===== config.mk =====
export PLATFORM = sky130hd
export DESIGN_NAME = wb_txn_tracker
export DESIGN_NICKNAME = d
export VERILOG_FILES = /design/src/rtl/wb_txn_tracker.sv
export SDC_FILE = /design/constraint.sdc
export NUM_CORES = 1
export LEC_CHECK = 0
export BUFFER_PORTS_ARGS = -buffer_cell sky130_fd_sc_hd__buf_2
export CAP_MARGIN = 20
export CELL_PAD_IN_SITES_DETAIL_PLACEMENT = 1
export CELL_PAD_IN_SITES_GLOBAL_PLACEMENT = 2
export CORE_MARGIN = 1.5
export CORE_UTILIZATION = 29
export CTS_CLUSTER_DIAMETER = 200
export DETAILED_ROUTE_END_ITERATION = 10
export HOLD_SLACK_MARGIN = 0.08
export PLACE_DENSITY_LB_ADDON = 0.1
export SETUP_SLACK_MARGIN = 0.02
export SLEW_MARGIN = 20
export SYNTH_ARGS = -nofsm -noshare
export SYNTH_HDL_FRONTEND = slang
export SYNTH_SLANG_ARGS = --single-unit

===== constraint.sdc =====
create_clock -name i_clk -period 2.5 [get_ports i_clk]
set_input_delay 0.25 -clock i_clk [delete_from_list [all_inputs] [get_ports i_clk]]
set_output_delay 0.25 -clock i_clk [all_outputs]
set_load 0.05 [all_outputs]

===== src/rtl/wb_txn_tracker.sv =====
// Non-intrusive Wishbone (pipelined) transaction tracker and protocol watchdog.
// Optional per-request latency measurement is enabled with `define WBTRK_LATENCY_EN.
module wb_txn_tracker #(
  parameter int LGDEPTH            = 4,
  parameter int MAX_STALL          = 0,
  parameter int MAX_ACK_DELAY      = 0,
  parameter int DLYW               = 16,
  parameter int OPT_MINCLOCK_DELAY = 0,
  parameter int OPT_RMW            = 1
) (
  input  logic               i_clk,
  input  logic               i_reset,
  input  logic               i_wb_cyc,
  input  logic               i_wb_stb,
  input  logic               i_wb_we,
  input  logic               i_wb_stall,
  input  logic               i_wb_ack,
  input  logic               i_wb_err,
  output logic [LGDEPTH-1:0] o_nreqs,
  output logic [LGDEPTH-1:0] o_nacks,
  output logic [LGDEPTH-1:0] o_nwrites,
  output logic [LGDEPTH-1:0] o_outstanding,
  output logic [1:0]         o_phase,
  output logic               o_abort,
  output logic [7:0]         o_errflags
`ifdef WBTRK_LATENCY_EN
  ,
  output logic [DLYW-1:0]    o_max_latency
`endif
);

  typedef enum logic [1:0] {IDLE = 2'd0, ACTIVE = 2'd1, HOLD = 2'd2} phase_t;

  localparam logic [DLYW-1:0] STALL_LIM = DLYW'(MAX_STALL);
  localparam logic [DLYW-1:0] ACK_LIM   = DLYW'(MAX_ACK_DELAY);

  phase_t             phase;
  logic               req, rsp, stalling, ackwait;
  logic               cyc_q, hold_q;
  logic [LGDEPTH-1:0] nreqs_nxt, nacks_nxt, out_nxt;
  logic [LGDEPTH:0]   orph_sum;
  logic [DLYW-1:0]    stall_cnt, stall_nxt, ackw_cnt, ackw_nxt;
  logic [7:0]         viol;

  assign req      = i_wb_cyc & i_wb_stb & !i_wb_stall;
  assign rsp      = i_wb_cyc & (i_wb_ack | i_wb_err);
  assign stalling = i_wb_cyc & i_wb_stb & i_wb_stall;

  assign o_outstanding = i_wb_cyc ? (o_nreqs - o_nacks) : '0;
  assign o_phase       = phase;

  assign nreqs_nxt = o_nreqs + LGDEPTH'(req);
  assign nacks_nxt = o_nacks + LGDEPTH'(rsp);
  assign out_nxt   = nreqs_nxt - nacks_nxt;

  assign ackwait   = (o_outstanding != '0) & !rsp;
  assign stall_nxt = (&stall_cnt) ? stall_cnt : stall_cnt + 1'b1;
  assign ackw_nxt  = (&ackw_cnt)  ? ackw_cnt  : ackw_cnt + 1'b1;

  // A same-cycle request may legally satisfy a response unless min-clock delay is required.
  assign orph_sum = {1'b0, o_outstanding}
                  + (LGDEPTH+1)'(req & (OPT_MINCLOCK_DELAY == 0));

  always_comb begin
    viol    = '0;
    viol[0] = rsp & (orph_sum == '0);
    viol[1] = (MAX_STALL != 0) & stalling & (stall_nxt >= STALL_LIM);
    viol[2] = (MAX_ACK_DELAY != 0) & ackwait & (ackw_nxt >= ACK_LIM);
    viol[3] = req & (&o_outstanding);
    viol[4] = i_wb_stb & !i_wb_cyc;
    viol[5] = i_wb_ack & i_wb_err;
    viol[6] = (OPT_RMW == 0) & (phase == HOLD) & hold_q & i_wb_cyc;
  end

  always_ff @(posedge i_clk) begin
    if (i_reset) begin
      o_nreqs    <= '0;
      o_nacks    <= '0;
      o_nwrites  <= '0;
      phase      <= IDLE;
      o_abort    <= 1'b0;
      o_errflags <= '0;
      cyc_q      <= 1'b0;
      hold_q     <= 1'b0;
      stall_cnt  <= '0;
      ackw_cnt   <= '0;
    end else begin
      if (!i_wb_cyc) begin
        o_nreqs   <= '0;
        o_nacks   <= '0;
        o_nwrites <= '0;
      end else begin
        o_nreqs   <= nreqs_nxt;
        o_nacks   <= nacks_nxt;
        o_nwrites <= o_nwrites + LGDEPTH'(req & i_wb_we);
      end

      if (!i_wb_cyc)
        phase <= IDLE;
      else
        case (phase)
          IDLE:    if (req) phase <= ACTIVE;
          ACTIVE:  if (out_nxt == '0) phase <= HOLD;
          HOLD:    if (req) phase <= ACTIVE;
          default: phase <= IDLE;
        endcase

      // Counters still hold the last in-cycle totals on the cycle cyc falls.
      o_abort    <= cyc_q & !i_wb_cyc & (o_nreqs != o_nacks);
      cyc_q      <= i_wb_cyc;
      hold_q     <= (phase == HOLD) & i_wb_cyc;
      stall_cnt  <= stalling ? stall_nxt : '0;
      ackw_cnt   <= ackwait  ? ackw_nxt  : '0;
      o_errflags <= o_errflags | viol;
    end
  end

`ifdef WBTRK_LATENCY_EN
  // Stamp FIFO is addressed by the request/response counters, so it flushes with them.
  logic [DLYW-1:0] now, lat;
  logic [DLYW-1:0] stamps [0:(1<<LGDEPTH)-1];
  logic            pop;

  assign pop = rsp & ((o_outstanding != '0) | req);
  assign lat = (o_outstanding != '0) ? now - stamps[o_nacks] : '0;

  always_ff @(posedge i_clk)
    if (req) stamps[o_nreqs] <= now;

  always_ff @(posedge i_clk) begin
    if (i_reset) begin
      now           <= '0;
      o_max_latency <= '0;
    end else begin
      now <= now + 1'b1;
      if (pop && lat > o_max_latency) o_max_latency <= lat;
    end
  end
`endif

endmodule


==> flow_summary.ini <==
[outcome]
status = completed

[cells_and_area]
fillers = 460
synthToLayoutAreaGrowth_pct = 23.4
design_area_um2 = 1380
fin_nets = 183
drive_above_1_share = 0.291
final_util = 0.374
antennaDiodeCount = 0

[setup_path]
worst-setup-path-type = flop to output pin
r2r_cells = 9
crit_fanout = 5
slowest_stage = dfxtp_2
endpoint_kind = output pin
required_ns = 2.25
arrival_ns = 2.05
critPathMaxStageDelay_ns = 0.38
crit_path_start_kind = flop
worstPathCellList = inv_1, ha_1, nor2b_1, o21a_1, or3_1, and3_1, buf_2

[die]
start_util = 0.303
die_h_um = 65.1
die_x_um = 65.1
rows = 22
coreArea_um2 = 3690
dieArea_um2 = 4230
ioPinCount = 35

[timing]
post-route-period-util = 0.918
tns_ns = 0
maxSlewViolCount = 0
finalCriticalPeriod_ns = 2.30
skew_ns = 0.00488
final_hold_viol_count = 0
fmax_mhz = 436
rsz0062_at_grt = false
setup_violations = 0

[logic_synthesis]
synth_async_sr_flop_share = 0
synth.avg_cell_area_um2 = 9.16
synth_cell_types = 34
synth-seq-area-share = 0.358
synth-seq-cells = 20
ys_top_cells_by_count = dfxtp_1 (20), nor2_1 (15), ha_1 (14), inv_1 (10), and2_1 (7)
synth-edff-count = 0
post-synth-top-area-cell = dfxtp_1
synthTopCellsByArea = dfxtp_1 (36%), ha_1 (16%), nor2_1 (5.0%)
synth_area_um2 = 1120
yosys_most_used_dff = dfxtp_1
postSynthCellCount = 122
synth_warnings = 0
yosysTopAreaCellShare = 0.358
synth_most_common_cell = dfxtp_1

[power_and_ir_drop]
power_uw = 671
p_per_area_nw_per_um2 = 486
p_leak_uw = 0.000711
ir_drop_v = 0.000338

[grt]
grt_pass1_wl_um = 4340
first_global_vias = 928
track_usage = 0.136
grt_max_degree = 11
antenna_found_initial = 0
grt_remaining_overflow = 0

[drt]
vias = 909
wl_um = 2580
initialDrtViolationCount = 17
via_per_inst = 4.41
firstDrtPassIters = 2
wire_per_inst_um = 12.5
antenna_left = 0
drc = 0

[placed_design]
dpl_cell_area_um2 = 1340
hpwl_um = 2110
gp_congestion = 0.755
port_buffers = 30

[clocking]
clk_pin_slew_ns = 0.08
clock-sinks = 20
clk_latency_ns = 0.26
clockRootBuffer = clkbuf_8
htree_levels = 1
clockBufferDepth = 2
cts_tree = built
post-cts-setup-buffers = 0
cts_resized = 0
cts_buffers = 3
cts_hold_buf = 0

[worst_hold_path]
min_path_cells = 3
hold_path_class = input pin to flop

[job]
cap_violations = 0
==> layout by cell type (no fill, tap or decap), types with 3 or more instances in the layout <==
cell,netlist,routed
buf_4,4,6
nand3_1,5,5
conb_1,1,4
xnor2_1,5,5
xor2_1,5,5
nand2_1,5,5
nor2_1,15,14
buf_2,0,30
and2_1,7,7
dfxtp_2,0,3
inv_1,10,10
ha_1,14,14
dfxtp_1,20,17
a21oi_1,3,3
clkbuf_8,0,3
==> area by class of cell <==
cell class | count | area (µm²) | share of cell area
well taps | 48 | 60.1 | 0.0436
multi-input cells | 88 | 634 | 0.460
inverters | 11 | 43.8 | 0.0318
repair buffers | 36 | 195 | 0.142
clock buffers | 3 | 41.3 | 0.0299
flip-flops and latches | 20 | 404 | 0.293
==> path summary, 6_finish.rpt <==
path | endpoint | slack, ns | from
setup reg to reg | o_phase[0] | 0.37 | o_nreqs[0]
setup / recovery | o_outstanding[3] | 0.20 | o_nacks[1]
hold reg to reg | o_abort | 0.46 | cyc_q
hold / removal | o_errflags[5] | 0.23 | i_wb_err
==> worst max-delay path: cells and delay by family (launching register included) <==
family	cells	cell delay, ns
buf+inv	2	0.28
simple gates	3	0.67
compound gates	1	0.17
fa+ha+maj	1	0.28
flops	1	0.38
==> metrics by stage <==
step,hold slack [ns],setup WS [ns],instances
global route,0.258,0.0678,206
floorplan,0.391,0.0574,125
detailed placement,0.443,0.00900,203
global placement,0.443,0.0775,203
CTS,0.232,0.178,206
finish,0.234,0.204,206
==> kinds of logic (layout without fill, tap and decap cells) <==
group                    after synthesis  after routing  synth area share
multiplexers                           2              2            0.0179
other                                  1              4           0.00336
buffers and inverters                 17             50            0.0862
XOR/XNOR                              10             10            0.0784
flip-flops                            20             20             0.358
AO/OA/AOI/OAI                          9              9            0.0493
AND/OR/NAND/NOR                       48             48             0.232
adder cells (fa/ha/maj)               15             15             0.175
==> metal layers <==
layer	global-route usage	vias to the layer above	wire length (µm)
met3	0.0365	2	110
met4	0.0313	0	7
li1	-	469	-
met2	0.229	19	1250
met1	0.172	419	1210
met5	0	-	0
==> power breakdown <==
group          switching [µW]  internal [µW]
Combinational            86.3           38.0
Clock                     108            107
Sequential               4.76            326
Total                     199            472
==> flip-flops by register name, indices dropped and copies added, names as in the netlist <==
register,flops
cyc_q,1
o_abort,1
o_errflags,4
o_nacks,4
o_nreqs,4
o_nwrites,4
o_phase,2
(Power assumes the default switching activity.)
